--- src/rtl/mips_pkg.sv ---
// Shared constants and helpers for the MIPS fetch-stage branch predictor:
// PC increment, saturating counter arithmetic and index-width calculation.
package mips_pkg;

   localparam int PC_INC    = 4;
   localparam int CTR_MAX_W = 4;

   function automatic int clog2(input int n);
      int r;
      r = 0;
      for (int i = 0; i < 31; i++) begin
         if ((1 << i) < n) r = i + 1;
      end
      return r;
   endfunction

   // Counters up to CTR_MAX_W bits wide travel through these helpers zero-extended.
   function automatic logic [CTR_MAX_W-1:0] ctr_max(input int bits);
      return CTR_MAX_W'((1 << bits) - 1);
   endfunction

   function automatic logic [CTR_MAX_W-1:0] ctr_wt(input int bits);
      return CTR_MAX_W'(1 << (bits - 1));
   endfunction

   function automatic logic [CTR_MAX_W-1:0] ctr_wnt(input int bits);
      return ctr_wt(bits) - CTR_MAX_W'(1);
   endfunction

   function automatic logic [CTR_MAX_W-1:0] ctr_inc(input logic [CTR_MAX_W-1:0] v,
                                                    input int bits);
      return (v >= ctr_max(bits)) ? ctr_max(bits) : v + CTR_MAX_W'(1);
   endfunction

   function automatic logic [CTR_MAX_W-1:0] ctr_dec(input logic [CTR_MAX_W-1:0] v);
      return (v == '0) ? '0 : v - CTR_MAX_W'(1);
   endfunction

endpackage

--- src/rtl/mips_sat_counter.sv ---
// Width-generic up/down counter that saturates at both ends, with a
// synchronous load and asynchronous active-low reset.
module mips_sat_counter #(
   parameter int W = 16
) (
   input  logic         clk,
   input  logic         rst,
   input  logic         inc,
   input  logic         dec,
   input  logic         load,
   input  logic [W-1:0] load_val,
   output logic [W-1:0] count
);

   logic [W-1:0] count_q, count_d;

   always_comb begin
      count_d = count_q;
      if (load) begin
         count_d = load_val;
      end else if (inc && !dec && (count_q != {W{1'b1}})) begin
         count_d = count_q + W'(1);
      end else if (dec && !inc && (count_q != '0)) begin
         count_d = count_q - W'(1);
      end
   end

   always_ff @(posedge clk or negedge rst) begin
      if (!rst) count_q <= '0;
      else      count_q <= count_d;
   end

   assign count = count_q;

endmodule

--- src/rtl/mips_branch_predictor.sv ---
// Direct-mapped BHT + BTB: combinational next-PC prediction from the fetch PC,
// registered training from execute, and saturating lookup/mispredict stats.
module mips_branch_predictor
   import mips_pkg::*;
#(
   parameter int ADDR_W   = 32,
   parameter int ENTRIES  = 16,
   parameter int TAG_W    = 8,
   parameter int CTR_BITS = 2,
   parameter int STAT_W   = 16
) (
   input  logic              clk,
   input  logic              rst,
   input  logic              flush,
   input  logic [ADDR_W-1:0] fetch_pc,
   output logic              pred_taken,
   output logic [ADDR_W-1:0] pred_target,
   output logic [ADDR_W-1:0] pred_next_pc,
   input  logic              upd_valid,
   input  logic [ADDR_W-1:0] upd_pc,
   input  logic              upd_taken,
   input  logic [ADDR_W-1:0] upd_target,
   input  logic              upd_pred_taken,
   input  logic [ADDR_W-1:0] upd_pred_target,
   output logic [STAT_W-1:0] lookup_count,
   output logic [STAT_W-1:0] mispred_count
);

   localparam int                IDX_W = clog2(ENTRIES);
   localparam logic [CTR_BITS-1:0] WT  = CTR_BITS'(ctr_wt(CTR_BITS));
   localparam logic [CTR_BITS-1:0] WNT = CTR_BITS'(ctr_wnt(CTR_BITS));

   logic [ENTRIES-1:0]  valid_q, valid_d;
   logic [TAG_W-1:0]    tag_q [ENTRIES];
   logic [TAG_W-1:0]    tag_d [ENTRIES];
   logic [ADDR_W-1:0]   tgt_q [ENTRIES];
   logic [ADDR_W-1:0]   tgt_d [ENTRIES];
   logic [CTR_BITS-1:0] ctr_q [ENTRIES];
   logic [CTR_BITS-1:0] ctr_d [ENTRIES];

   logic [IDX_W-1:0] fetch_idx, upd_idx;
   logic [TAG_W-1:0] fetch_tag, upd_tag;
   logic             fetch_hit, upd_hit, mispredict;
   logic             unused_upd_pc;

   assign fetch_idx = fetch_pc[IDX_W+1:2];
   assign fetch_tag = fetch_pc[IDX_W+2 +: TAG_W];
   assign upd_idx   = upd_pc[IDX_W+1:2];
   assign upd_tag   = upd_pc[IDX_W+2 +: TAG_W];
   assign unused_upd_pc = ^upd_pc;

   assign fetch_hit    = valid_q[fetch_idx] && (tag_q[fetch_idx] == fetch_tag);
   assign upd_hit      = valid_q[upd_idx] && (tag_q[upd_idx] == upd_tag);
   assign pred_taken   = fetch_hit && ctr_q[fetch_idx][CTR_BITS-1];
   assign pred_target  = fetch_hit ? tgt_q[fetch_idx] : '0;
   assign pred_next_pc = pred_taken ? pred_target : fetch_pc + ADDR_W'(PC_INC);

   // Flush drops any concurrent update; a taken miss evicts whatever is resident.
   always_comb begin
      valid_d = valid_q;
      tag_d   = tag_q;
      tgt_d   = tgt_q;
      ctr_d   = ctr_q;
      if (flush) begin
         valid_d = '0;
      end else if (upd_valid) begin
         if (upd_hit) begin
            if (upd_taken) begin
               ctr_d[upd_idx] = CTR_BITS'(ctr_inc(CTR_MAX_W'(ctr_q[upd_idx]), CTR_BITS));
               tgt_d[upd_idx] = upd_target;
            end else begin
               ctr_d[upd_idx] = CTR_BITS'(ctr_dec(CTR_MAX_W'(ctr_q[upd_idx])));
            end
         end else if (upd_taken) begin
            valid_d[upd_idx] = 1'b1;
            tag_d[upd_idx]   = upd_tag;
            tgt_d[upd_idx]   = upd_target;
            ctr_d[upd_idx]   = WT;
         end
      end
   end

   always_ff @(posedge clk or negedge rst) begin
      if (!rst) begin
         valid_q <= '0;
         for (int i = 0; i < ENTRIES; i++) begin
            tag_q[i] <= '0;
            tgt_q[i] <= '0;
            ctr_q[i] <= WNT;
         end
      end else begin
         valid_q <= valid_d;
         tag_q   <= tag_d;
         tgt_q   <= tgt_d;
         ctr_q   <= ctr_d;
      end
   end

   assign mispredict = upd_valid &&
                       ((upd_pred_taken != upd_taken) ||
                        (upd_taken && upd_pred_taken && (upd_pred_target != upd_target)));

   mips_sat_counter #(.W(STAT_W)) u_lookup_cnt (
      .clk      (clk),
      .rst      (rst),
      .inc      (!flush),
      .dec      (1'b0),
      .load     (1'b0),
      .load_val ('0),
      .count    (lookup_count)
   );

   mips_sat_counter #(.W(STAT_W)) u_mispred_cnt (
      .clk      (clk),
      .rst      (rst),
      .inc      (mispredict),
      .dec      (1'b0),
      .load     (1'b0),
      .load_val ('0),
      .count    (mispred_count)
   );

endmodule

--- config.mk ---
export PLATFORM = sky130hd
export DESIGN_NAME = mips_branch_predictor
export DESIGN_NICKNAME = d
export VERILOG_FILES = /design/src/rtl/mips_pkg.sv /design/src/rtl/mips_sat_counter.sv /design/src/rtl/mips_branch_predictor.sv
export SDC_FILE = /design/constraint.sdc
export NUM_CORES = 1
export LEC_CHECK = 0
export CELL_PAD_IN_SITES_DETAIL_PLACEMENT = 0
export CELL_PAD_IN_SITES_GLOBAL_PLACEMENT = 1
export CORE_ASPECT_RATIO = 1.2
export CORE_MARGIN = 5
export CORE_UTILIZATION = 53
export DETAILED_ROUTE_END_ITERATION = 6
export PLACE_DENSITY = 0.85
export RECOVER_POWER = 100
export SLEW_MARGIN = 20
export SYNTH_ARGS = -nofsm -noshare
export SYNTH_HDL_FRONTEND = slang
export SYNTH_SLANG_ARGS = --single-unit
--- constraint.sdc ---
create_clock -name clk -period 11.8 [get_ports clk]
set_input_delay 2.36 -clock clk [delete_from_list [all_inputs] [get_ports clk]]
set_output_delay 2.36 -clock clk [all_outputs]
set_load 0.03 [all_outputs]
==> Yosys cells after proc, flatten, opt, wreduce, memory -nomap -nowiden <==
Cells that the tools add are included.
{ "totals": {"input_bits": 134, "out_inout_bits": 97, "wordCells": 140, "ff_bits": 720} }
{ "classes": {"n_reduce_logical": 20, "order_cmp": 7, "addsub": 5, "bitwise": 8, "muxes": 42, "eq_ne": 7} }
{ "op_table": {"columns": ["cell", "n"], "rows": [
  ["512-bit bitwise mux", 1],
  ["32-bit two-way mux", 8],
  ["32-bit binary-select mux with 4-bit select", 1],
  ["128-bit bitwise mux", 1],
  ["32-bit demux with 4-bit select", 1],
  ["8-bit binary-select mux with 4-bit select", 2],
  ["32-bit bitwise mux", 2],
  ["16-bit two-way mux", 4],
  ["8-bit two-way mux", 5],
  ["16-bit by 1-bit adder with 16-bit output (second input constant)", 2],
  ["32-bit by 3-bit adder with 32-bit output (second input constant)", 1],
  ["8-bit demux with 4-bit select", 1],
  ["16-bit != test (second input constant)", 2],
  ["32-bit != test", 1],
  ["16-bit OR", 2],
  ["16-bit AND", 1],
  ["2-bit binary-select mux with 4-bit select", 2],
  ["8-bit equality test", 2],
  ["16-bit NOT", 1],
  ["2-bit two-way mux", 7],
  ["5-bit greater-or-equal comparator (second input constant)", 2],
  ["1-bit logical AND", 10],
  ["4-bit by 5-bit < comparator with 1-bit output (second input constant)", 2],
  ["4-bit NOT with 5-bit output", 2],
  ["other kinds (18)", 26]
]} }

==> Logic depth before layout (Yosys ltp) <==
Gate-level depths: netlist of the first run.
{ "logic_depth": {"ltp_word": 9, "ltp_mapped": 15, "ltp_nobuf": 8} }

==> Cells and area by module <==
A second synthesis of the first run with hierarchy kept.
{ "unflattened": {"cells_unflattened": 2912, "hier_area_um2": 38398.1} }
{ "modules_own_cells": {"columns": ["module", "instances", "cells_per_inst", "seq_area_each_um2", "area_each_um2"], "rows": [
  ["mips_branch_predictor", 1, 2544, 17236.5, 35197.5],
  ["mips_sat_counter", 2, 184, 400.4, 1600.3]
]} }

==> Worst setup path before layout of the first run <==
No wires, ideal clock.
{ "synth_timing": {"path_type": "input -> output", "start": "input port fetch_pc[3]", "end": "output port pred_next_pc[2]", "slack_ns": 4.115, "required_time_ns": 9.440, "cell_stages": 10, "n_path_buf": 3, "arrival_ns": 5.325, "path_cell_list": "buf_2 -> buf_2 -> mux4_2 -> mux2i_1 -> xnor2_1 -> a211oi_2 -> nand4_2 -> nor4b_4 -> buf_6 -> mux2i_1"} }
{ "synth_between": {"elab_chain_cells": 8, "elab_cells_between_ends": 17, "classes_between": "eq/ne (1); mux (13); bitwise (1); reduce/logical (2)"} }
{ "synth_rtl": {"columns": ["item", "line", "text"], "rows": [
  ["start: declaration", "mips_branch_predictor.sv:15", "input logic [ADDR_W-1:0] fetch_pc,"],
  ["4-bit NOT with 5-bit output (implied by the code)", "mips_branch_predictor.sv:52, mips_branch_predictor.sv:54", null],
  ["8-bit binary-select mux with 4-bit select", "mips_branch_predictor.sv:52", "assign fetch_hit = valid_q[fetch_idx] && (tag_q[fetch_idx] == fetch_tag);"],
  ["8-bit two-way mux (implied by the code) (2 in a row)", "mips_branch_predictor.sv:52", null],
  ["8-bit equality test", "mips_branch_predictor.sv:52", null],
  ["1-bit logical AND", "mips_branch_predictor.sv:52", null],
  ["1-bit logical AND *", "mips_branch_predictor.sv:54", "assign pred_taken = fetch_hit && ctr_q[fetch_idx][CTR_BITS-1];"],
  ["via pred_taken", "mips_branch_predictor.sv:16", "output logic pred_taken,"],
  ["32-bit two-way mux *", "mips_branch_predictor.sv:56", "assign pred_next_pc = pred_taken ? pred_target : fetch_pc + ADDR_W'(PC_INC);"],
  ["end: declaration", "mips_branch_predictor.sv:18", "output logic [ADDR_W-1:0] pred_next_pc,"]
]} }
Mark *: on every way through the listed nets, which the timed path passes. The rest lies on a longest branch. The select of a mux whose other input is x is not followed.

==> Final worst setup path of the first run <==
{ "layout_timing": {"start": "input port fetch_pc[3]", "end": "output port pred_target[14]"} }
{ "layout_between": {"elab_chain_cells": 7, "elab_cells_between_ends": 12, "classes_between": "eq/ne (1); mux (9); bitwise (1); reduce/logical (1)"} }
{ "layout_rtl": {"columns": ["item", "line", "text"], "rows": [
  ["4-bit NOT with 5-bit output (implied by the code)", "mips_branch_predictor.sv:52, mips_branch_predictor.sv:55", null],
  ["8-bit binary-select mux with 4-bit select", "mips_branch_predictor.sv:52", null],
  ["8-bit two-way mux (implied by the code) (2 in a row)", "mips_branch_predictor.sv:52", null],
  ["8-bit equality test", "mips_branch_predictor.sv:52", null],
  ["1-bit logical AND", "mips_branch_predictor.sv:52", null],
  ["32-bit two-way mux *", "mips_branch_predictor.sv:55", "assign pred_target = fetch_hit ? tgt_q[fetch_idx] : '0;"],
  ["end: declaration", "mips_branch_predictor.sv:17", "output logic [ADDR_W-1:0] pred_target,"]
]} }
Mark *: on every way between the ends. The rest lies on a longest branch, timed or not. The select of a mux whose other input is x is not followed.

==> qor.csv, run 1 <==
stage,metric,value,unit
run_status,status,"complete, but fails checks",
run_status,violations,"capacitance limit, slew limit",
job,drv_cap,33,
finish,instances_no_fill,4103,
setup_path,reg2reg_slack,7280,ps
sta,finalSetupViolations,0,
power_and_ir_drop,peakVddDrop,123,uV
floorplanning,die_x,250,um
logic_synthesis,seq_area_frac_synth,49.1,%
global_routing,antenna_found_initial,9,
setup_path,path_delay_family,buffers and inverters,
place,gp_congestion,0.871,
clock_tree,cts-resized-gates,0,
logic_synthesis,async_flop_share,100,%
global_routing,grt_use_total,28.6,%
clock_tree,clk-insertion-delay-late,620,ps
finish,multi_input_area,17400,um2
finish,drive_gt1_share,27.1,%
logic_synthesis,synthCells,3046,
place,place_area,39400,um2
setup_path,crit_buf_inv,4,
global_routing,grt_overflow,0,
global_routing,grt_pass1_wl,165,mm
detailed_routing,top_layer,met5,
setup_path,critPathCaptureType,output port,
sta,finalSetupTns,0,ps
sta,hold_ws,469,ps
clock_tree,cts.clk_slew.worst_paths,60,ps
power_and_ir_drop,power_density,155,nW/um2
detailed_routing,wirelength,108,mm
sta,max_slew_margin,-216,%
setup_path,critPathArrivalTime,7970,ps
power_and_ir_drop,p_leak,19.5,nW
place,place_hpwl,64.7,mm
sta,hold_viol,0,
min_path,hp-class,reg -> reg,
detailed_routing,avgRoutedWirePerCell,26.2,um
setup_path,cp_max_fo,64,
clock_tree,htreeDepth,3,
logic_synthesis,ys_types,69,
detailed_routing,m1WireLength,42.4,mm
setup_path,critPathKind,in -> out,
sta,rsz0062_at_grt,no,
floorplanning,rows,105,
clock_tree,cts_tree,yes,
setup_path,crit_slowest_cell,clkbuf_2,
sta,fmax,0.0968,GHz
logic_synthesis,ys_ff_latch,720,
logic_synthesis,syn-num-nets,3184,
finish,syn_to_final_growth,13.5,%
floorplanning,start_util,53.5,%
detailed_routing,dr.pass1.iters,5,
detailed_routing,drc,0,
logic_synthesis,netlist_area,36700,um2
setup_path,cpPeakStageDelay,1590,ps
logic_synthesis,synth_edf_count,0,
floorplanning,dieHeight,298,um
finish,stdcell_area,41700,um2
logic_synthesis,ys.warnings.count,0,
clock_tree,clock-sinks,720,
place,place_inst,3963,
finish,fill_cells,5403,
setup_path,required,9440,ps
clock_tree,numCtsBuffers,74,
floorplanning,core-area,68600,um2
detailed_routing,dr_wl_met3,9.02,mm
clock_tree,cts_root_buf,clkbuf_16,
sta,final.min_clock_period,10330,ps
floorplanning,ios,231,
sta,drv_slew,1061,
detailed_routing,dr.first_iter.drc_count,2571,
clock_tree,clockBufferDepth,3,
finish,utilization,60.8,%
detailed_routing,dr_wl_met2,52.4,mm
sta,fin_crit_sh,87.6,%
place,port_buffers,210,
logic_synthesis,syn_area_per_cell,12.1,um2
setup_path,path_cells,clkbuf_2 -> buf_4 -> mux2i_1 -> xor2_1 -> a32oi_1 -> o31ai_1 -> nand4_2 -> nor3_2 -> buf_4 -> and2_1 -> dlygate4sd3_1,
floorplanning,dieArea,74700,um2
logic_synthesis,ys.flop_type,dfrtp_1,
setup_path,cp_common_cell,buf_4,
detailed_routing,avgViaCountPerCell,6.25,
sta,finClkSkew,26.4,ps
finish,final_nets,3271,
global_routing,grt_max_degree,199,
detailed_routing,num_vias,25664,
sta,worstMarginPinSlew,4740,ps
clock_tree,postCtsSetupRepairBufs,0,
setup_path,critPathLaunchType,primary input,
global_routing,first_global_vias,26804,
detailed_routing,ant_nets,0,
finish,regArea,18000,um2
clock_tree,cts_hold_buf,0,
==> through the flow <==
step / setup slack, ps / total power [mW]
after floorplan: 4110 / 3.69
after global placement: 2640 / 4.02
after detailed placement: 2550 / 4.09
after CTS: 2550 / 6.51
after global routing: 1170 / 6.72
final: 1470 / 6.47
==> cells by family (layout without fill, tap and decap cells) <==
logic type      after synthesis  count (layout)  share of synthesized area, %
compound gates              132             132                          3.06
flops                       720             720                          49.1
xor+xnor                    112             112                          2.67
mux                         709             709                          29.2
fa+ha+maj                     6               6                         0.191
buf+inv                     283             426                          3.40
simple gates               1084            1084                          12.3
other cells                   0               5                             0
==> cells in the final DEF, fill, tap and decap left out, types with 11 or more instances in the layout <==
cell type        instances
clkdlybuf4s50_1        130
o22ai_1                 22
dlygate4sd3_1           74
buf_4                   25
dfstp_2                 16
nor2_1                  61
mux2i_1                 36
nand2_2                 12
xor2_1                  33
clkbuf_16               76
mux2_4                  28
mux2_2                 406
clkbuf_8                18
nand3_1                 36
and2_1                  46
mux4_1                  13
nor3_1                  20
a31oi_1                 17
xnor2_1                 79
clkinv_2                14
clkbuf_1                33
o21ai_0                 17
mux4_2                 221
nor4_1                  17
inv_1                   30
nand2_1                811
dfrtp_1                704
and3_1                  11
a21oi_1                 17
nand4_1                 22
==> tightest hold or removal path, stage by stage (launching register included) <==
cell     delay, ps
dfrtp_1        330
nand2_1         50
nand2_1         50
==> metal layers <==
metal	track usage, %	vias up
met5	0	-
met4	11.0	6
met3	6.13	259
met2	46.8	1235
met1	37.9	13270
li1	-	10894
==> final timing paths <==
check	from	endpoint	depth (start not counted)
min reg2reg	tgt_q[279]	tgt_q[279]	2
max	fetch_pc[3]	pred_target[14]	11
min	tgt_q[279]	tgt_q[279]	2
min in group asynchronous	rst	u_lookup_cnt.count[9]	1
max in group asynchronous	rst	tgt_q[111]	3
max reg2reg	tag_q[41]	tag_q[17]	8
==> flip-flops by register name, summed over array words and instances (netlist names) <==
name                 cells
tgt_q                  512
u_lookup_cnt.count      16
ctr_q                   32
tag_q                  128
valid_q                 16
u_mispred_cnt.count     16
==> area by class of cell <==
type	instances	area share (%)
diodes	5	0.0300
clock buffers	104	5.25
clock inverters	28	0.817
inverters	32	0.288
multi-input cells	2043	41.7
flip-flops and latches	720	43.3
well taps	909	2.73
repair buffers	262	5.87
==> power by group <==
group / switching [mW] / total (mW) / internal [mW]
clock: 1.00 / 2.43 / 1.43
sequential: 0.192 / 2.98 / 2.78
combinational: 0.531 / 1.06 / 0.529
==> synth_stat cells (20+ instances only) <==
library cell	count	share of area (%)
mux4_2	221	14
buf_2	26	0.35
nand3_1	36	0.49
nor2_1	69	0.71
mux2i_1	36	0.98
xor2_1	33	0.79
nand4_1	22	0.37
dfrtp_1	704	48
nand2_1	823	8.4
o22ai_1	22	0.37
xnor2_1	79	1.9
nor4_1	20	0.34
and2_1	47	0.80
clkbuf_1	179	1.8
nor3_1	22	0.30
mux2_2	411	13
mux2_4	28	1.1
buf_1	23	0.24
inv_1	31	0.32
(Power assumes the default switching activity.)
==> inputs of run 2 (changes only) <==
CAP_MARGIN = 10   (was default)
==> results of run 2 <==
Final layout, timing and power as in run 1 (identical DEF).
==> inputs of run 3 (changes only) <==
ABC_CLOCK_PERIOD_IN_PS = 11800   (was default)
==> results of run 3 <==
Final layout, timing and power as in run 1 (identical DEF).
